==> src/rtl/pip_wb_receiver.sv <==
// pip_wb_receiver: consumer end of the writeback handshake.
// Buffers writeback packets in a small FIFO, folds the six load/store
// fault flags into one RISC-V mcause code at accept time, and presents
// the head entry to the ROB from registers only.
//
// Handshake rules:
// - Upstream: a packet transfers on a rising clock edge where wb_valid and
//   wb_ready are both high.
// - wb_ready depends only on registered occupancy. It never looks at
//   rob_busy or flush_i, so there is no combinational path from the ROB
//   back to the execution unit.
// - Downstream: rob_we marks a valid head entry. The entry retires on an
//   edge where rob_we is high and rob_busy is low.
module pip_wb_receiver #(
  parameter int XLEN   = 64,
  parameter int ITAG_W = 8,
  parameter int DEPTH  = 2
) (
  input  logic              clk_i,
  input  logic              arst_i,
  input  logic              flush_i,
  input  logic              wb_valid,
  output logic              wb_ready,
  input  logic [XLEN-1:0]   wb_data,
  input  logic [XLEN-1:0]   wb_csrdata,
  input  logic [XLEN-1:0]   wb_branchaddr,
  input  logic              wb_jump,
  input  logic [4:0]        wb_fflag,
  input  logic              wb_mmio,
  input  logic              wb_load_acc_flt,
  input  logic              wb_load_addr_mis,
  input  logic              wb_load_page_flt,
  input  logic              wb_store_acc_flt,
  input  logic              wb_store_addr_mis,
  input  logic              wb_store_page_flt,
  input  logic [ITAG_W-1:0] wb_itag,
  output logic              rob_we,
  input  logic              rob_busy,
  output logic [ITAG_W-1:0] rob_itag,
  output logic [XLEN-1:0]   rob_data,
  output logic [XLEN-1:0]   rob_csrdata,
  output logic [XLEN-1:0]   rob_branchaddr,
  output logic              rob_jump,
  output logic [4:0]        rob_fflag,
  output logic              rob_mmio,
  output logic              rob_exc,
  output logic [3:0]        rob_exc_code
);

  localparam int PTR_W = $clog2(DEPTH);
  localparam int CNT_W = PTR_W + 1;

  typedef struct packed {
    logic [ITAG_W-1:0] itag;
    logic [XLEN-1:0]   data;
    logic [XLEN-1:0]   csrdata;
    logic [XLEN-1:0]   branchaddr;
    logic              jump;
    logic [4:0]        fflag;
    logic              mmio;
    logic              exc;
    logic [3:0]        exc_code;
  } entry_t;

  entry_t             mem_q [DEPTH];
  entry_t             entry_d;
  logic [PTR_W-1:0]   wr_ptr_q, wr_ptr_d;
  logic [PTR_W-1:0]   rd_ptr_q, rd_ptr_d;
  logic [CNT_W-1:0]   count_q, count_d;
  logic               push;
  logic               pop;

  assign wb_ready = (count_q != CNT_W'(DEPTH));
  assign rob_we   = (count_q != '0);
  assign push     = wb_valid & wb_ready;
  assign pop      = rob_we & ~rob_busy;

  // Build the entry to store, encoding faults in mcause priority order.
  always_comb begin
    entry_d            = '0;
    entry_d.itag       = wb_itag;
    entry_d.data       = wb_data;
    entry_d.csrdata    = wb_csrdata;
    entry_d.branchaddr = wb_branchaddr;
    entry_d.jump       = wb_jump;
    entry_d.fflag      = wb_fflag;
    entry_d.mmio       = wb_mmio;
    entry_d.exc        = wb_load_addr_mis | wb_store_addr_mis |
                         wb_load_page_flt | wb_store_page_flt |
                         wb_load_acc_flt  | wb_store_acc_flt;
    if (wb_load_addr_mis)       entry_d.exc_code = 4'd4;
    else if (wb_store_addr_mis) entry_d.exc_code = 4'd6;
    else if (wb_load_page_flt)  entry_d.exc_code = 4'd13;
    else if (wb_store_page_flt) entry_d.exc_code = 4'd15;
    else if (wb_load_acc_flt)   entry_d.exc_code = 4'd5;
    else if (wb_store_acc_flt)  entry_d.exc_code = 4'd7;
    else                        entry_d.exc_code = 4'd0;
  end

  // Next-state for pointers and occupancy; flush wins over push and pop.
  always_comb begin
    wr_ptr_d = wr_ptr_q;
    rd_ptr_d = rd_ptr_q;
    count_d  = count_q;
    if (flush_i) begin
      wr_ptr_d = '0;
      rd_ptr_d = '0;
      count_d  = '0;
    end else begin
      if (push) wr_ptr_d = wr_ptr_q + PTR_W'(1);
      if (pop)  rd_ptr_d = rd_ptr_q + PTR_W'(1);
      if (push && !pop)      count_d = count_q + CNT_W'(1);
      else if (!push && pop) count_d = count_q - CNT_W'(1);
    end
  end

  // Control registers.
  always_ff @(posedge clk_i or posedge arst_i) begin
    if (arst_i) begin
      wr_ptr_q <= '0;
      rd_ptr_q <= '0;
      count_q  <= '0;
    end else begin
      wr_ptr_q <= wr_ptr_d;
      rd_ptr_q <= rd_ptr_d;
      count_q  <= count_d;
    end
  end

  // Entry storage; cleared on reset so idle outputs read zero, and a
  // handshake coinciding with a flush is not written.
  always_ff @(posedge clk_i or posedge arst_i) begin
    if (arst_i) begin
      for (int i = 0; i < DEPTH; i++) mem_q[i] <= '0;
    end else if (push && !flush_i) begin
      mem_q[wr_ptr_q] <= entry_d;
    end
  end

  assign rob_itag       = mem_q[rd_ptr_q].itag;
  assign rob_data       = mem_q[rd_ptr_q].data;
  assign rob_csrdata    = mem_q[rd_ptr_q].csrdata;
  assign rob_branchaddr = mem_q[rd_ptr_q].branchaddr;
  assign rob_jump       = mem_q[rd_ptr_q].jump;
  assign rob_fflag      = mem_q[rd_ptr_q].fflag;
  assign rob_mmio       = mem_q[rd_ptr_q].mmio;
  assign rob_exc        = mem_q[rd_ptr_q].exc;
  assign rob_exc_code   = mem_q[rd_ptr_q].exc_code;

endmodule
==> config.mk <==
export PLATFORM = sky130hd
export DESIGN_NAME = pip_wb_receiver
export DESIGN_NICKNAME = d
export VERILOG_FILES = /design/src/rtl/pip_wb_receiver.sv
export SDC_FILE = /design/constraint.sdc
export NUM_CORES = 1
export LEC_CHECK = 0
export CAP_MARGIN = 5
export CORE_UTILIZATION = 52
export CTS_BUF_LIST = sky130_fd_sc_hd__clkbuf_8
export CTS_CLUSTER_DIAMETER = 40
export DETAILED_ROUTE_END_ITERATION = 8
export GPL_TIMING_DRIVEN = 0
export HOLD_SLACK_MARGIN = 0.15
export PLACE_DENSITY = 0.83
export SETUP_SLACK_MARGIN = 0.5
export SLEW_MARGIN = 10
export SYNTH_ARGS = -nofsm -noshare
export SYNTH_HDL_FRONTEND = slang
export SYNTH_SLANG_ARGS = --single-unit
==> constraint.sdc <==
create_clock -name clk_i -period 17.9 [get_ports clk_i]
set_input_delay 1.79 -clock clk_i [delete_from_list [all_inputs] [get_ports clk_i]]
set_output_delay 1.79 -clock clk_i [all_outputs]
set_load 0.1 [all_outputs]
==> Word level (Yosys, flattened, before mapping) <==
Index checks and enable logic that the tools add are counted.
{ "totals": {"reg_bits": 428, "out_inout_bits": 214, "word_cells": 69} }
{ "op_classes": {"addsub": 4, "magnitude_cmp": 3, "n_eq_ne": 1, "n_mux": 19, "bitwise_logic": 10, "reduce_logical": 11} }
{ "ops": {"columns": ["op", "count"], "rows": [
  ["2-to-1 mux 212 bit", 4],
  ["bitwise mux 424 bit", 1],
  ["demux 212 bit (select 1 bit)", 1],
  ["2-to-1 mux 4 bit", 4],
  ["2-to-1 mux 2 bit", 3],
  ["2-to-1 mux 3 bit", 2],
  ["nonzero test 2 bit", 3],
  ["OR 1 bit", 5],
  ["greater-or-equal comparator 2 bit, second input constant", 2],
  ["logical AND 1 bit", 4],
  ["2-to-1 mux 1 bit", 4],
  ["NOT 1 -> 2 bit", 2],
  ["logical NOT 1 bit", 3],
  ["nonzero test 3 bit", 1],
  ["adder 1 bit, second input constant", 2],
  ["adder 2 x 1 -> 2 bit, second input constant", 1],
  ["AND 1 bit", 2],
  ["< comparator 2 x 1 -> 1 bit, second input constant", 1],
  ["!= test 2 bit, second input constant", 1],
  ["subtractor 2 x 1 -> 2 bit, second input constant", 1],
  ["NOT 1 bit", 1]
]} }

==> Longest topological paths before layout <==
Gate-level depths: netlist of the first run.
{ "logic_depth": {"depth_word": 7, "ltp_mapped": 6} }

==> Worst setup path before layout of the first run <==
OpenSTA, ideal clock, no wires.
{ "synth_timing": {"kind": "register to output", "start": "register rd_ptr_q", "end": "output rob_exc", "arrival_ps": 3037, "required_time_ps": 16110, "slack_ps": 13073, "stages_incl_launch_ff": 5, "path_buffers": 3, "path_cell_list": "dfrtp_1 clkbuf_1 buf_2 buf_1 o21ai_0"} }
{ "synth_via": {"elab_chain_len": 4} }
{ "synth_rtl": {"columns": ["item", "line_no", "rtl"], "rows": [
  ["start: declaration", "68", "logic [PTR_W-1:0] rd_ptr_q, rd_ptr_d;"],
  ["start signal: assignment", "125", "rd_ptr_q <= rd_ptr_d;"],
  ["NOT 1 -> 2 bit (implied by the code)", "147", "assign rob_exc = mem_q[rd_ptr_q].exc;"],
  ["2-to-1 mux 212 bit (3 in series)", null, null],
  ["end: declaration", "46", "output logic rob_exc,"]
]} }
No other way between the ends. The select of a mux whose other input is x is not followed.

==> Final worst setup path of the first run <==
{ "layout_timing": {"start": "register rd_ptr_q", "end": "output rob_data[47]"} }
{ "layout_via": {"elab_chain_len": 4} }
{ "layout_rtl": {"columns": ["item", "line_no", "rtl"], "rows": [
  ["NOT 1 -> 2 bit (implied by the code)", "141", "assign rob_data = mem_q[rd_ptr_q].data;"],
  ["2-to-1 mux 212 bit (3 in series)", null, null],
  ["end: declaration", "40", "output logic [XLEN-1:0] rob_data,"]
]} }
No other way between the ends. The select of a mux whose other input is x is not followed.

==> metrics.csv, run 1 <==
stage;metric;value;unit
clock_tree;clkTransAtPathRegs;60;ps
clock_tree;cts_tree;done;
run;cap_violations;0;
placement;dp_hpwl;34900;um
placement;placedCellCount;2062;
sta;fin_tns_setup;0;ps
clock_tree;cts_htree_levels;3;
sta;setup_violations;0;
setup_path;cp_slowest_stage_delay;1200;ps
layout;final_cells;2197;
die;die_x;191;um
yosys;synth_top_cell_by_area;dfrtp_1;
yosys;synth_warnings;0;
setup_path;worstSetupPathType;flop to primary output;
yosys;ys_seq_area_share;57.7;%
die;design.die.area;36500;um^2
setup_path;worst-path-buf-inv;4;
layout;drive_above_1_share;45.6;%
setup_path;cp_max_fo;10;
yosys;syn-num-nets;1391;
setup_path;crit_slowest_cell;clkdlybuf4s50_1;
die;num_rows;68;
sta;worst_slew_pin_slew;1110;ps
power_and_ir_drop;leakagePower;0.0106;uW
sta;post-route-period-util;31.3;%
setup_path;rrSetupSlack;15630;ps
global_route;grt_pass1_wl;73600;um
sta;rsz0062_at_grt;no;
sta;fmax;179;MHz
power_and_ir_drop;vdd_drop_max;0.111;mV
setup_path;crit_arrival;3810;ps
global_route;grt_antenna_before_repair;13;
clock_tree;clockBufferDepth;3;
layout;fin_nets;1900;
yosys;syn_inst;1173;
sta;slew_headroom;25.8;%
route;firstDrtPassIters;5;
sta;hold_viol;0;
route;ant_nets;0;
die;ios;432;
sta;layout_min_cycle_time;5600;ps
worst_hold_path;whs_endpoint;mem_q[98];
placement;pre_cts_ws;12870;ps
die;start_util;53.3;%
clock_tree;post-cts-setup-buffer-count;0;
yosys;netlist.area_leader.share;57.7;%
route;vias;11761;
route;via_per_inst;5.35;
die;fp.dieH;191;um
yosys;synth_edf_count;0;
yosys;synthTopCellsByCount;mux2_2, dfrtp_1, buf_2;
power_and_ir_drop;p_total;3800;uW
placement;io_buffer_count;431;
yosys;synth_most_common_cell;mux2_2;
setup_path;reg2reg_from;count_q[1];
sta;final.setup.worst_slack;12300;ps
sta;slew_viol_final;0;
worst_hold_path;min_path_cells;1;
yosys;syn_avg_cell_area;15.8;um^2
global_route;grt_util_all_layers;26.8;%
clock_tree;cts.sinks;428;
power_and_ir_drop;p_per_area;152;nW/um^2
route;wl_per_cell;22.1;um
placement;gp_congestion;0.806;
yosys;synth_area_leaders;dfrtp_1, mux2_2, buf_6, buf_2, buf_4;
layout;syn_to_final_growth;34.8;%
clock_tree;clock_latency;600;ps
sta;fin_skew;19.1;ps
worst_hold_path;hp-class;flop to flop;
yosys;ys_types;26;
clock_tree;cts_root_buffer;clkbuf_8;
global_route;grt-ovfl-total;0;
worst_hold_path;min_from;mem_q[98];
die;fp.coreArea;34800;um^2
global_route;grt_pass1_vias;13033;
clock_tree;cts_hold_buffers;0;
setup_path;crit_required;16110;ps
setup_path;r2r-end;mem_q[219];
yosys;synth-seq-cells;428;
setup_path;cp_top_family;buffers and inverters;
setup_path;r2r_cells;5;
route;first_iter_violations;395;
yosys;synth_area;18600;um^2
global_route;grt_max_degree;121;
layout;postLayoutCoreUtil;71.9;%
setup_path;crit_chain;clkbuf_1 > buf_2 > buf_1 > mux2_2 > clkdlybuf4s50_1;
setup_path;endpoint_kind;primary output;
yosys;synthArstFlopShare;100;%
run_status;outcome;completed;
clock_tree;cts_resized;0;
clock_tree;numCtsBuffers;73;
yosys;ys.flop_type;dfrtp_1;
route;finalWirelength;48400;um
route;drc;0;
setup_path;startpoint_type;flop;
[layout make-up]
type / count / area, um^2
Timing Repair Buffer: 434 / 4400
Antenna cell: 9 / 22.5
Multi-Input combinational cell: 666 / 7330
Sequential cell: 428 / 10700
Clock buffer: 89 / 1220
Tap cell: 455 / 569
Inverter: 9 / 41.3
Buffer: 70 / 488
Clock inverter: 37 / 231
Fill cell: 2335 / 9780
[metrics by stage]
stage          area (um^2)  hold WS (ps)
3_5_place_dp         23500           487
3_3_place_gp         23400           481
2_1_floorplan        18600           474
5_1_grt              25000           513
6_report             25000           499
4_1_cts              25000           500
[logic make-up after synthesis]
logic type	Yosys count	share of synthesized area (%)
AND/OR/NAND/NOR	21	0.708
buffers and inverters	79	2.81
multiplexers	634	38.4
flip-flops	428	57.7
AO/OA/AOI/OAI	11	0.344
[how the worst max path moves through the flow]
stage | start | end | slack [ps] | depth (start not counted)
after global placement | arst_i | mem_q[97] | -330 | 2
after global routing | rd_ptr_q | rob_data[47] | 12150 | 5
final | rd_ptr_q | rob_data[47] | 12300 | 5
after detailed placement | rd_ptr_q | rob_data[47] | 12870 | 5
after CTS | rd_ptr_q | rob_data[47] | 12210 | 5
after floorplan | arst_i | count_q[0] | 4190 | 1
[report_power, final]
part / leakage (uW) / switching, uW / internal (uW) / total, uW
Clock: 0.000845 / 381 / 490 / 871
Combinational: 0.00470 / 1110 / 512 / 1620
Sequential: 0.00509 / 109 / 1200 / 1310
Total: 0.0106 / 1600 / 2200 / 3800
[metal layers]
metal  global-route usage, %  up-vias  routed length, um
met3                    9.45       97               4010
met4                    12.6        6               1640
met2                    43.7      392              23600
met1                    31.6     6020              19200
met5                       0        -                 43
li1                        -     5246                  -
[flip-flops by register name, indices dropped and copies added, names as in the netlist]
name      count
wr_ptr_q      1
mem_q       424
rd_ptr_q      1
count_q       2
[cell usage in the layout (no fill, tap or decap)]
| cell | n |
|---|---|
| nand3_1 | 2 |
| diode_2 | 9 |
| mux2i_1 | 4 |
| nand4b_1 | 1 |
| buf_4 | 16 |
| clkinv_2 | 2 |
| clkdlybuf4s50_1 | 431 |
| or3_1 | 2 |
| inv_8 | 1 |
| nor2_1 | 4 |
| bufinv_16 | 3 |
| inv_1 | 37 |
| o21ai_0 | 5 |
| nor4_4 | 1 |
| clkbuf_8 | 89 |
| nor4_1 | 1 |
| a21oi_1 | 3 |
| a221oi_1 | 1 |
| buf_16 | 3 |
| nand2b_1 | 2 |
| mux2_2 | 630 |
| a211o_1 | 1 |
| buf_1 | 3 |
| and2b_1 | 1 |
| nor3b_1 | 1 |
| buf_2 | 24 |
| a31oi_1 | 1 |
| and3b_1 | 1 |
| dfrtp_1 | 428 |
| nor3_1 | 2 |
| clkinvlp_4 | 3 |
| nand2_1 | 3 |
| clkbuf_1 | 9 |
| buf_6 | 18 |
No activity file was read; power rests on OpenSTA's default activity.
==> inputs of run 2 (changes only) <==
==> constraint.sdc (replaced) <==
create_clock -name clk_i -period 5.8 [get_ports clk_i]
set_input_delay 0.58 -clock clk_i [delete_from_list [all_inputs] [get_ports clk_i]]
set_output_delay 0.58 -clock clk_i [all_outputs]
set_load 0.1 [all_outputs]
==> run 2 against run 1 <==
Power increased to 3.1 times the previous value. Clock skew is 0.62 ps lower. Count of clock-buffer cells in the layout rose by 1. Largest cell class unchanged.
==> metrics.csv, run 2 (synthesis gave the netlist of run 1 again) <==
stage;metric;value;unit;change
clock_tree;cts_hold_buffers;0;;unchanged
die;die_x;191;um;unchanged
worst_hold_path;hp-class;input pin to asynchronous set/reset pin;;
route;firstDrtPassIters;4;;-1
layout;top_regs;mem_q x424, count_q x2;;
global_route;grt_pass1_vias;13068;;+0.27%
sta;rsz0062_at_grt;no;;
layout;fin_nets;1909;;+0.47%
global_route;grt_max_degree;41;;-66%
global_route;grt-ovfl-total;0;;unchanged
die;design.die.area;36500;um^2;unchanged
setup_path;crit_arrival;3920;ps;+110 ps
die;ios;432;;unchanged
clock_tree;post-cts-setup-buffer-count;0;;unchanged
setup_path;crit_required;5220;ps;-10890 ps
layout;drive_above_1_share;45.9;%;+0.29 points
sta;fin_tns_setup;0;ps;unchanged
route;drc;0;;unchanged
sta;layout_min_cycle_time;4500;ps;
layout;final_cells;2212;;+0.68%
die;fp.dieH;191;um;unchanged
setup_path;cp_max_fo;10;;unchanged
setup_path;worstSetupPathType;flop to primary output;;
clock_tree;clockBufferDepth;3;;unchanged
route;ant_nets;0;;unchanged
sta;final.setup.worst_slack;1300;ps;-11000 ps
power_and_ir_drop;leakagePower;0.0107;uW;+0.85%
sta;hold_viol;0;;unchanged
global_route;grt_util_all_layers;26.8;%;-0.077 points
sta;slew_viol_final;0;;unchanged
clock_tree;clock_latency;610;ps;about the same
clock_tree;cts_tree;done;;
clock_tree;clkTransAtPathRegs;60;ps;about the same
setup_path;startpoint_type;flop;;
sta;slew_headroom;28.3;%;+2.5 points
layout;layout_common_cells;mux2_2, clkdlybuf4s50_1, dfrtp_1, clkbuf_8, inv_1;;
placement;io_buffer_count;431;;unchanged
clock_tree;cts_htree_levels;3;;unchanged
route;finalWirelength;48400;um;-0.19%
route;first_iter_violations;294;;-26%
global_route;grt_pass1_wl;73600;um;unchanged
setup_path;endpoint_kind;primary output;;
layout;syn_to_final_growth;35.8;%;
die;fp.coreArea;34800;um^2;unchanged
clock_tree;cts_resized;0;;unchanged
layout;final_common_cell;mux2_2;;
run;cap_violations;0;;unchanged
sta;fmax;222;MHz;
route;wl_per_cell;21.9;um;-0.86%
route;via_per_inst;5.31;;-0.72%
sta;post-route-period-util;77.5;%;
run_status;outcome;completed;;
layout;postLayoutCoreUtil;72.4;%;+0.56 points
layout;n_fill_cell;2284;;-2.2%
route;vias;11756;;-0.043%
sta;worst_slew_pin_slew;1070;ps;-37.3 ps
layout;regMostFlops;mem_q;;
die;num_rows;68;;unchanged
placement;gp_congestion;0.811;;+0.61%
placement;dp_hpwl;34900;um;+0.26%
sta;setup_violations;0;;unchanged
global_route;grt_antenna_before_repair;12;;-1
clock_tree;cts.sinks;428;;unchanged
die;start_util;53.3;%;unchanged
clock_tree;cts_root_buffer;clkbuf_8;;
power_and_ir_drop;p_per_area;467;nW/um^2;+210%
sta;fin_skew;18.5;ps;-0.622 ps
clock_tree;numCtsBuffers;73;;unchanged
power_and_ir_drop;vdd_drop_max;0.368;mV;+230%
placement;pre_cts_ws;1970;ps;-10900 ps
power_and_ir_drop;p_total;11800;uW;+210%
placement;placedCellCount;2071;;+0.44%
layout;largest_reg_flops;424;;unchanged
[run 2: cell count changes in the layout (fill, tap and decap cells not counted), sizes merged]
| cell | delta |
|---|---|
| buf | +9 |
| clkinvlp | +2 |
| diode | +2 |
| clkbuf | +1 |
| inv | +1 |
[run 2: area by class of cell]
| cell class | instances | area, um^2 | area share (%) |
|---|---|---|---|
| Sequential cell | 428 | 10700 | 42.5 |
| Multi-Input combinational cell | 666 | 7330 | 29.1 |
| Timing Repair Buffer | 443 | 4560 | 18.1 |
| Clock buffer | 90 | 1240 | 4.91 |
| Tap cell | 455 | 569 | 2.26 |
| Buffer | 70 | 488 | 1.94 |
| Clock inverter | 40 | 246 | 0.978 |
| Inverter | 9 | 37.5 | 0.149 |
| Antenna cell | 11 | 27.5 | 0.109 |
[run 2: final timing paths]
path                            startpoint      endpoint  slack [ps]  depth (start not counted)
worst min register to register  mem_q[103]    mem_q[103]         500                          1
worst min-delay path                arst_i     mem_q[25]         430                          2
worst max register to register  count_q[1]    mem_q[219]        3500                          5
worst max-delay path              rd_ptr_q  rob_data[34]        1300                          5
max in group asynchronous           arst_i    mem_q[142]        3810                          7
min in group clk_i              mem_q[103]    mem_q[103]         500                          1
[run 2: through the flow]
step / instance area (um^2) / hold slack (ps)
final: 25200 / 427
after global routing: 25200 / 437
after CTS: 25200 / 396
after detailed placement: 23700 / 487
after floorplan: 18600 / 474
after global placement: 23400 / 481
[run 2: report_power, final]
group          switching, uW  internal, uW
registers                336          3710
logic                   3410          1590
clock network           1190          1530
[run 2: worst max-delay path: stages, from the launching register on]
cell and delay, ps:
dfrtp_1 320, clkbuf_1 340, buf_2 370, buf_1 770
mux2_2 310, clkdlybuf4s50_1 1190
[run 2: per-layer routing]
layer | up-vias | share of wire [%] | global-route usage [%]
met5 | - | 0.025 | 0
met4 | 2 | 3.9 | 13.4
met3 | 111 | 8.6 | 10.1
met2 | 401 | 48 | 43.8
met1 | 5956 | 39 | 30.7
li1 | 5286 | - | -
==> inputs of run 3 (changes only) <==
==> constraint.sdc (replaced) <==
create_clock -name clk_i -period 4.15 [get_ports clk_i]
set_input_delay 0.415 -clock clk_i [delete_from_list [all_inputs] [get_ports clk_i]]
set_output_delay 0.415 -clock clk_i [all_outputs]
set_load 0.1 [all_outputs]
==> run 3 against run 2 <==
Cell count grew 0.14%. Clock power grew 40%. Design area shrank 1.3%. Die area is the same. Worst setup slack lost 670 ps. Combinational power grew 33%. Power grew 37%. Non-clock buffer count is the same. Via count grew 0.22%. First-iteration DRC count grew 11%. Core utilization shrank 0.91 points.
==> metrics.csv, run 3 (synthesis gave the netlist of run 1 again) <==
stage;metric;value;unit;change
run_status;outcome;completed;;
sta;slew_headroom;29.3;%;+1.1 points
layout;fin_nets;1909;;unchanged
sta;hold_ws;257;ps;-170 ps
layout;postLayoutCoreUtil;71.5;%;-0.91 points
layout;top_regs;mem_q x424, count_q x2;;
global_route;grt_pass1_wl;73700;um;+0.12%
die;fp.coreArea;34800;um^2;unchanged
clock_tree;post-cts-setup-buffer-count;0;;unchanged
die;ios;432;;unchanged
sta;rsz0062_at_grt;no;;
sta;hold_viol;0;;unchanged
setup_path;crit_arrival;3100;ps;-820 ps
clock_tree;clkTransAtPathRegs;60;ps;about the same
layout;largest_reg_flops;424;;unchanged
power_and_ir_drop;vdd_drop_max;0.515;mV;+40%
setup_path;reg2reg_from;count_q[1];;
global_route;grt_pass1_vias;13110;;+0.32%
clock_tree;cts_hold_buffers;0;;unchanged
worst_hold_path;hp-class;input pin to asynchronous set/reset pin;;
layout;syn_to_final_growth;34.1;%;
die;fp.dieH;191;um;unchanged
layout;final_cells;2215;;+0.14%
route;drc;0;;unchanged
setup_path;cp_common_cell;clkbuf_1;;
sta;setup_violations;0;;unchanged
run;cap_violations;0;;unchanged
setup_path;worstSetupPathType;flop to primary output;;
clock_tree;cts_root_buffer;clkbuf_8;;
route;ant_nets;0;;unchanged
global_route;grt_util_all_layers;26.8;%;+0.036 points
layout;layout_common_cells;mux2_2, dfrtp_1, clkdlybuf4s50_1, dlygate4sd2_1, clkbuf_8;;
setup_path;cp_slowest_stage_delay;920;ps;-270 ps
sta;worst_slew_pin_slew;1060;ps;-16.0 ps
route;first_iter_violations;327;;+11%
layout;final_common_cell;mux2_2;;
global_route;grt_max_degree;41;;unchanged
placement;placed_area;23700;um^2;unchanged
setup_path;cp_max_fo;10;;unchanged
setup_path;rrSetupSlack;1850;ps;-1650 ps
placement;dp_hpwl;34900;um;unchanged
clock_tree;cts_resized;270;;+270
sta;slew_viol_final;0;;unchanged
clock_tree;cts.sinks;428;;unchanged
setup_path;cp_top_family;buffers and inverters;;
global_route;grt_antenna_before_repair;14;;+2
placement;placedCellCount;2071;;unchanged
clock_tree;numCtsBuffers;73;;unchanged
setup_path;worst-path-buf-inv;3;;-1
setup_path;crit_slowest_cell;dlygate4sd2_1;;
die;num_rows;68;;unchanged
die;die_x;191;um;unchanged
setup_path;endpoint_kind;primary output;;
layout;drive_above_1_share;49.9;%;+4.1 points
layout;regMostFlops;mem_q;;
layout;design_area;24900;um^2;-1.3%
route;via_per_inst;5.32;;about the same
setup_path;crit_chain;clkbuf_1 > clkbuf_1 > mux2_2 > dlygate4sd2_1;;
route;firstDrtPassIters;4;;unchanged
placement;gp_congestion;0.811;;unchanged
sta;fmax;285;MHz;
power_and_ir_drop;leakagePower;0.0110;uW;+2.6%
placement;io_buffer_count;431;;unchanged
power_and_ir_drop;p_total;16100;uW;+37%
sta;fin_skew;20.0;ps;+1.51 ps
setup_path;critPathLaunch;rd_ptr_q;;
sta;post-route-period-util;84.6;%;
global_route;grt-ovfl-total;0;;unchanged
die;start_util;53.3;%;unchanged
die;design.die.area;36500;um^2;unchanged
clock_tree;cts_tree;done;;
route;vias;11782;;+0.22%
clock_tree;cts_htree_levels;3;;unchanged
setup_path;startpoint_type;flop;;
power_and_ir_drop;p_per_area;647;nW/um^2;+39%
setup_path;crit_required;3730;ps;-1490 ps
clock_tree;clockBufferDepth;3;;unchanged
clock_tree;clock_latency;610;ps;about the same
sta;layout_min_cycle_time;3510;ps;
route;finalWirelength;48300;um;about the same
route;wl_per_cell;21.8;um;-0.16%
run 3: area by class of cell:
| cell class | count | area, um^2 |
|---|---|---|
| sequential | 428 | 10700 |
| fill | 2389 | 9900 |
| multi-input combinational | 666 | 7330 |
| timing repair buffer | 443 | 4230 |
| clock buffer | 90 | 1240 |
| tap | 455 | 569 |
| buffer | 70 | 498 |
| clock inverter | 40 | 246 |
| inverter | 9 | 37.5 |
| antenna | 14 | 35.0 |
run 3: report_power, final:
group	total [uW]	switching, uW	internal, uW
combinational	6640	4750	1880
clock	3810	1670	2140
sequential	5650	470	5180
total	16100	6900	9200
run 3: worst paths after layout:
kind / cells after the start / to
max in group asynchronous: 7 / mem_q[354]
min in group clk_i: 2 / mem_q[18]
setup reg to reg: 5 / mem_q[224]
setup / recovery: 4 / rob_data[48]
hold reg to reg: 1 / mem_q[103]
hold / removal: 2 / mem_q[25]
run 3: metal layers:
layer  global-route usage (%)  part of all wire [%]  routed length, um  vias up
met5                        0                 0.025                 12        -
met4                     13.9                   3.9               1890        2
met3                     9.88                   8.5               4120      108
met2                     43.8                    49              23600      397
met1                     30.6                    39              18800     5997
li1                         -                     -                  -     5278
run 3: worst reg2reg max path, stage by stage, from the launching register on:
cell,delay (ps)
dfrtp_1,430
and2b_1,250
nor4_4,220
buf_2,480
buf_2,420
mux2_2,380
run 3: metrics by stage:
| step | worst slack, ps | TNS (ps) |
|---|---|---|
| global placement | -4570 | -1934380 |
| finish | 639 | 0 |
| detailed placement | 488 | 0 |
| floorplan | -2040 | -874150 |
| global route | 500 | 0 |
| CTS | 526 | 0 |
